[src/rtl/inst_fetch.sv]
// Instruction-fetch stage: holds the fetch PC, a direct-mapped one-word-per-line
// instruction cache, and a single decoder slot fed from cache hits or memory fills.
module inst_fetch #(
  parameter int               ADDR_W   = 32,
  parameter int               IC_IDX_W = 5,
  parameter logic [ADDR_W-1:0] RESET_PC = '0
) (
  input  logic              clk_in,
  input  logic              rst_in,
  input  logic              rdy_in,
  output logic              if_mc_req_out,
  output logic [ADDR_W-1:0] if_mc_addr_out,
  input  logic              mc_if_done_in,
  input  logic [ADDR_W-1:0] mc_if_data_in,
  output logic              if_dec_valid_out,
  output logic [ADDR_W-1:0] if_dec_inst_out,
  output logic [ADDR_W-1:0] if_dec_pc_out,
  input  logic              dec_if_ready_in,
  input  logic              bp_if_en_in,
  input  logic [ADDR_W-1:0] bp_if_pc_in,
  input  logic              rob_if_flush_in,
  input  logic [ADDR_W-1:0] rob_if_pc_in
);

  localparam int LINES = 1 << IC_IDX_W;
  localparam int TAG_W = ADDR_W - IC_IDX_W - 2;
  localparam logic [ADDR_W-1:0] ALIGN_MASK = ~ADDR_W'(3);

  typedef enum logic {IDLE, WAIT} state_t;

  state_t              state;
  logic                stale;
  logic [ADDR_W-1:0]   pc;

  logic [LINES-1:0]    ic_valid;
  logic [TAG_W-1:0]    ic_tag  [LINES];
  logic [ADDR_W-1:0]   ic_data [LINES];

  logic [IC_IDX_W-1:0] pc_idx;
  logic [TAG_W-1:0]    pc_tag;
  logic [IC_IDX_W-1:0] fill_idx;
  logic [TAG_W-1:0]    fill_tag;
  logic                hit;
  logic                transfer;
  logic                slot_free;
  logic                redirect;
  logic [ADDR_W-1:0]   redirect_target;
  logic                fill;

  always_comb begin
    pc_idx          = pc[IC_IDX_W+1:2];
    pc_tag          = pc[ADDR_W-1:IC_IDX_W+2];
    fill_idx        = if_mc_addr_out[IC_IDX_W+1:2];
    fill_tag        = if_mc_addr_out[ADDR_W-1:IC_IDX_W+2];
    hit             = ic_valid[pc_idx] && (ic_tag[pc_idx] == pc_tag);
    transfer        = if_dec_valid_out && dec_if_ready_in;
    slot_free       = !if_dec_valid_out || transfer;
    // A predicted-taken redirect only counts when the branch itself is handed over
    redirect        = rob_if_flush_in || (bp_if_en_in && transfer);
    redirect_target = rob_if_flush_in ? rob_if_pc_in : bp_if_pc_in;
    fill            = (state == WAIT) && mc_if_done_in;
  end

  // Tag and data arrays carry no reset; only the valid bits need clearing
  always_ff @(posedge clk_in) begin
    if (rdy_in && fill) begin
      ic_tag[fill_idx]  <= fill_tag;
      ic_data[fill_idx] <= mc_if_data_in;
    end
  end

  always_ff @(posedge clk_in or negedge rst_in) begin
    if (!rst_in) begin
      state            <= IDLE;
      stale            <= 1'b0;
      pc               <= RESET_PC & ALIGN_MASK;
      ic_valid         <= '0;
      if_mc_req_out    <= 1'b0;
      if_mc_addr_out   <= '0;
      if_dec_valid_out <= 1'b0;
      if_dec_inst_out  <= '0;
      if_dec_pc_out    <= '0;
    end else if (rdy_in) begin
      if (transfer) begin
        if_dec_valid_out <= 1'b0;
      end
      // A fill always completes, even when its data is no longer wanted
      if (fill) begin
        ic_valid[fill_idx] <= 1'b1;
        if_mc_req_out      <= 1'b0;
        state              <= IDLE;
      end
      if (redirect) begin
        pc               <= redirect_target & ALIGN_MASK;
        if_dec_valid_out <= 1'b0;
        stale            <= (state == WAIT) && !mc_if_done_in;
      end else begin
        case (state)
          IDLE: begin
            if (slot_free) begin
              if (hit) begin
                if_dec_valid_out <= 1'b1;
                if_dec_inst_out  <= ic_data[pc_idx];
                if_dec_pc_out    <= pc;
                pc               <= pc + ADDR_W'(4);
              end else begin
                if_mc_req_out  <= 1'b1;
                if_mc_addr_out <= pc;
                state          <= WAIT;
              end
            end
          end
          WAIT: begin
            if (mc_if_done_in) begin
              if (stale) begin
                stale <= 1'b0;
              end else if (slot_free) begin
                if_dec_valid_out <= 1'b1;
                if_dec_inst_out  <= mc_if_data_in;
                if_dec_pc_out    <= if_mc_addr_out;
                pc               <= if_mc_addr_out + ADDR_W'(4);
              end
            end
          end
        endcase
      end
    end
  end

endmodule

[config.mk]
export PLATFORM = sky130hd
export DESIGN_NAME = inst_fetch
export DESIGN_NICKNAME = d
export VERILOG_FILES = /design/src/rtl/inst_fetch.sv
export SDC_FILE = /design/constraint.sdc
export NUM_CORES = 2
export LEC_CHECK = 0
export ABC_CLOCK_PERIOD_IN_PS = 8200
export BUFFER_PORTS_ARGS = -buffer_cell sky130_fd_sc_hd__buf_4
export CORE_AREA = 2 2 365 367
export CTS_CLUSTER_SIZE = 10
export DETAILED_ROUTE_END_ITERATION = 8
export DIE_AREA = 0 0 367 369
export PLACE_DENSITY = 0.78
export SYNTH_ARGS = -nofsm -noshare
export SYNTH_HDL_FRONTEND = slang
export SYNTH_SLANG_ARGS = --single-unit
[constraint.sdc]
create_clock -name clk_in -period 8.2 [get_ports clk_in]
set_clock_uncertainty 0.1 [all_clocks]
set_input_delay 0.82 -clock clk_in [delete_from_list [all_inputs] [get_ports clk_in]]
set_output_delay 0.82 -clock clk_in [all_outputs]
set_load 0.01 [all_outputs]
# After elaboration in Yosys (flattened, before gate mapping)
# Memories as Yosys holds them, arrays and structs flattened.
# Cells that the tools add are included.
# totals
mem_bits_rw	1824
memories	2
reg_bits	164
latch_bits	0
inputBits	103
rom_bits	0
# op_classes
n_bitwise	4
n_addsub	2
mux	47
reduce_logical	18
n_lt_le_gt_ge	3
eq_ne	11
shift	0
mul	0
div	0
# memory_table
name	depth	width	rd	rd_clocked_by_memory_dff	write_ports	line	text
ic_data	32	32	1	0	1	37	logic [ADDR_W-1:0] ic_data [LINES];
ic_tag	32	25	1	0	1	36	logic [TAG_W-1:0] ic_tag [LINES];
# ops
op	n
$mux 32	17
$pmux 32 s2	3
$add 32x3->32 const B	2
$or 32x32->32	1
$eq 25x25->1	1
$mux 1	24
$lt 5x6->1 const B	2
$ne 2x2->1 const B	4
$logic_and 1x1->1	7
$reduce_and 7->1	1
$ne 3x2->1 const B	2
$ne 3x3->1 const B	2
$reduce_and 6->1	1
$bmux 1 s5	1
$demux 1 s5	1
$ge 5x1->1 const B	1
$reduce_and 5->1	1
$reduce_bool 2->1	2
$ne 3x1->1 const B	1
$not 1->1	3
$reduce_and 3->1	1
$logic_not 1->1	2
$logic_or 1x1->1	2
$ne 2x1->1 const B	1
other kinds (2)	2

# Logic depth before layout (Yosys ltp)
# logic_depth
depth_word	7
ltp_mapped	19

# Worst setup path before layout
# OpenSTA, ideal clock, no wires.
# synth_timing
kind	reg2reg
startpoint	register state
endpoint	memory ic_data[15][0] (enable)
setup_slack_ps	2772
stages_incl_launch_ff	9
arrival_ps	4855
required_time_ps	7627
synth_period_minus_slack_ps	5428
setup_time_ps	473
n_path_buf	5
cell_sequence	dfrtp_1 > clkbuf_1 > clkbuf_1 > buf_1 > clkbuf_1 > buf_1 > and3_1 > nand3_1 > nor2_1
# synth_between
elab_chain_len	4
# synth_lines
item	line	text
start, declared	31	state_t state;
start signal, assigned	74	state <= IDLE;
start signal, assigned	91	state <= IDLE;
start signal, assigned	109	state <= WAIT;
$logic_and 1x1->1	61	fill = (state == WAIT) && mc_if_done_in;
$logic_and 1x1->1	66	if (rdy_in && fill) begin
$mux 1	66	
$mux 1 (implied by the code)	68	ic_data[fill_idx] <= mc_if_data_in;
end, declared	37	
# Every way passes these cells.

# Worst setup path after layout
# layout_timing
startpoint	register pc[3]
endpoint	register if_dec_inst_out[19]
# layout_between
elab_chain_len	5
word_cells_on_any_way	11
classes_between	eq/ne: 2; mux: 5; reduce/logical: 2; memory: 2
# layout_lines
item	line	text
start, declared	33	logic [ADDR_W-1:0] pc;
start signal, assigned	76	pc <= RESET_PC & ALIGN_MASK;
start signal, assigned	94	pc <= redirect_target & ALIGN_MASK;
start signal, assigned	105	pc <= pc + ADDR_W'(4);
$mem_v2 32x25 or $bmux 1 s5 (tied branches)	n/a	
$eq 25x25->1 or $mux 1 (tied branches)	55	hit = ic_valid[pc_idx] && (ic_tag[pc_idx] == pc_tag);
$logic_and 1x1->1	55	
$ne 2x2->1 (no line)	n/a	
$reduce_and 7->1 (no line)	n/a	
end signal, assigned	103	if_dec_inst_out <= ic_data[pc_idx];
end signal, assigned	119	if_dec_inst_out <= mc_if_data_in;
end, declared	16	output logic [ADDR_W-1:0] if_dec_inst_out,
# Parallel ways exist; a longest one is shown, timed or not. The select of a mux whose other input is x is not followed.
# A chain may end at the register's enable or synchronous reset.

==> flow_summary.json <==
{
  "synth-edff-count": 1824,
  "via_per_inst": 6.81,
  "r2r_end": "if_dec_inst_out[19]$_DFFE_PN0P_",
  "regArea_sq_um": 58900,
  "start_util_pct": 59.8,
  "worstSetupStartpointType": "register",
  "slew_headroom_pct": 5.20,
  "fmax_ghz": 0.169,
  "ios": 201,
  "io_buffers": 196,
  "synth_area_sq_um": 78500,
  "critical_path_class": "reg2reg",
  "reg2reg_depth": 14,
  "layout-drive-gt1-share_pct": 24.1,
  "ys_async_sr_fraction_pct": 8.25,
  "crit_end": "if_dec_inst_out[19]$_DFFE_PN0P_",
  "hp-class": "in2reg",
  "synth-seq-cells": 1988,
  "final_util_pct": 67.5,
  "crit_path_start": "pc[3]$_DFFE_PN0P_",
  "grt_pass1_vias": 41748,
  "cts-htree-levels": 4,
  "layout.nets": 4279,
  "whs_path_depth": 2,
  "antenna_found_initial": 8,
  "cts_buffers": 218,
  "ys_types": 72,
  "synthMuxAreaShare_pct": 17.3,
  "path_clk_slew_ns": 0.06,
  "core_sq_um": 131000,
  "hpwl_um": 102000,
  "outcome": "completed",
  "fp.dieArea_sq_um": 135000,
  "fillCellCount": 8106,
  "rows": 133,
  "period_share_pct": 72.2,
  "drt_pass1_iterations": 6,
  "insertion_delay_ns": 0.84,
  "cts_hold_buf": 1,
  "netlist.area_leader.share_pct": 69.8,
  "cts_root_buffer": "clkbuf_16",
  "yosysSeqAreaShare_pct": 75.0,
  "synth_cells": 3872,
  "drt_iter0_markers": 6541,
  "grt_usage_pct": 30.7,
  "power_leakage_nw": 30.0,
  "numClockSinks": 1988,
  "rsz0062_at_grt": "false",
  "ant_nets": 0,
  "setup_viol": 0,
  "synthToLayoutAreaGrowth_pct": 12.8,
  "path_max_fanout": 146,
  "clk_path_buf_depth": 3,
  "drc": 0,
  "worst-r2r-setup-slack_ns": 2.28,
  "worstMarginPinSlew_ns": 1.42,
  "grt_pass1_wl_um": 297000,
  "ir_drop_mv": 0.396,
  "synth_adder_area_share_pct": 0.0159,
  "syn_nets": 3976,
  "whs_ns": 0.184,
  "routedWlPerCell_um": 33.9,
  "rr_startpoint": "pc[3]$_DFFE_PN0P_",
  "post-synth-top-area-cell": "edfxtp_1",
  "die_x_um": 367,
  "cap_violations": 0,
  "dr_total_vias": 41499,
  "synth_top_family_by_area": "multiplexers",
  "multi_input_area_sq_um": 18600,
  "cts_resized": 0,
  "synth_xor_area_share_pct": 0.458,
  "hold_viol": 0,
  "cts_tree": "yes",
  "synth-compound-area-share_pct": 3.16,
  "min_period_ns": 5.92,
  "maxSlewViolCount": 0,
  "place_ws_ns": 2.51,
  "synth.area.top_cells": "edfxtp_1 (70%), mux4_2 (10%), dfrtp_1 (5.2%), mux2i_1 (5.1%), a22oi_1 (1.5%)",
  "crit_required_ns": 8.81,
  "syn_area_per_cell_sq_um": 20.3,
  "grt_max_degree": 147,
  "gp_congestion": 0.849,
  "dieHeight_um": 369,
  "crit_arrival_ns": 6.53,
  "final.setup.tns_ns": 0,
  "endpoint_kind": "register",
  "wl_um": 207000,
  "synth_flop_cell": "edfxtp_1",
  "post_cts_buffers": 0,
  "yosys.area_share.simple_pct": 2.44,
  "setup_ws_ns": 2.28,
  "yosysWarnings": 0,
  "powerDensity_nw_per_um2": 323,
  "grt_overflow_total": 0
}
power breakdown:
group          leakage [nW]  switching [mW]  total (mW)  internal, mW
registers              18.4           0.621        12.7          12.1
clock network          3.01            3.86        8.87          5.01
logic                  8.56            3.91        6.97          3.06
how the worst min path moves through the flow:
stage                                        start                       end  slack (ns)
after floorplan           ic_valid[10]$_DFFE_PN0P_  ic_valid[10]$_DFFE_PN0P_        0.33
after global placement    ic_valid[22]$_DFFE_PN0P_  ic_valid[22]$_DFFE_PN0P_        0.35
after detailed placement  ic_valid[20]$_DFFE_PN0P_  ic_valid[20]$_DFFE_PN0P_        0.35
after CTS                                   rdy_in         stale$_DFFE_PN0P_        0.14
after global routing                        rdy_in         stale$_DFFE_PN0P_        0.17
final                                       rdy_in         stale$_DFFE_PN0P_        0.18
area by class of cell:
type,count,area share [%]
repair buffers,296,2.65
well taps,1755,2.48
clock buffers,367,6.88
flip-flops and latches,1988,66.6
clock inverters,14,0.305
multi-input cells,1653,21.0
diodes,7,0.0198
inverters,18,0.0834
layer usage:
layer	global-route usage (%)	routed length, um	up-vias	part of all wire (%)
li1	-	-	16540	-
met1	41.3	72500	21439	35
met2	50.0	102000	2969	49
met3	6.35	23900	547	12
met4	12.0	8570	4	4.1
met5	0	24	-	0.012
cell families (layout without fill, tap and decap cells):
group           count (synthesis)  count (layout)
fa+ha+maj                       1               1
compound gates                349             349
flops                        1988            1988
xor+xnor                       41              41
mux                           887             887
other cells                     0               7
buf+inv                       231             695
simple gates                  375             375
registers in the layout, indices dropped and copies added, names as in the netlist, 32 cells and up:
| signal | flops |
|---|---|
| ic_data | 1024 |
| ic_tag | 800 |
| ic_valid | 32 |
| if_dec_inst_out | 32 |
| if_dec_pc_out | 32 |
| if_mc_addr_out | 32 |
| pc | 32 |
cell usage after synthesis (all sizes together), types with 62 or more instances:
| library cell | count |
|---|---|
| edfxtp | 1824 |
| mux2i | 400 |
| mux4 | 361 |
| dfrtp | 164 |
| a22oi | 155 |
| mux2 | 126 |
| buf | 123 |
| nand2 | 112 |
| clkbuf | 90 |
| o21ai | 73 |
| nand3 | 70 |
| nor2 | 62 |
cell usage in the layout, fill, tap and decap left out, types with 25 or more instances in the layout:
master     Yosys  layout
edfxtp_1    1824    1824
mux2i_1      400     400
mux4_2       361     361
buf_4         20     285
clkbuf_16      0     220
dfrtp_1      164     159
a22oi_1      155     155
clkbuf_1      90     144
nand2_1      112     112
mux2_1        78      78
nand3_1       70      70
o21ai_0       64      64
mux2_2        45      45
a21oi_1       34      34
nor2_4         0      33
or2_2         33      33
nor2_1        61      28
xor2_1        25      25
critical path, stage by stage, from the launching register on:
cell	delay [ns]
dfrtp_4	0.75
buf_12	0.68
nor2_4	0.04
buf_12	0.23
a22oi_1	0.30
a21oi_1	0.12
nor4_1	0.81
xor2_1	0.28
a2111oi_4	0.35
nand4_2	0.18
nor4b_4	0.44
o21ai_4	0.08
buf_4	0.27
buf_4	0.37
mux2_1	0.41
per-stage QoR:
stage	total power, mW	cells	area, sq um
finish	28.5	6098	88500
detailed placement	19.7	5709	82100
CTS	28.6	6091	88500
global route	29.4	6091	88500
global placement	19.6	5709	82100
floorplan	17.4	3872	78500
Power figures use the tool's default switching activity.
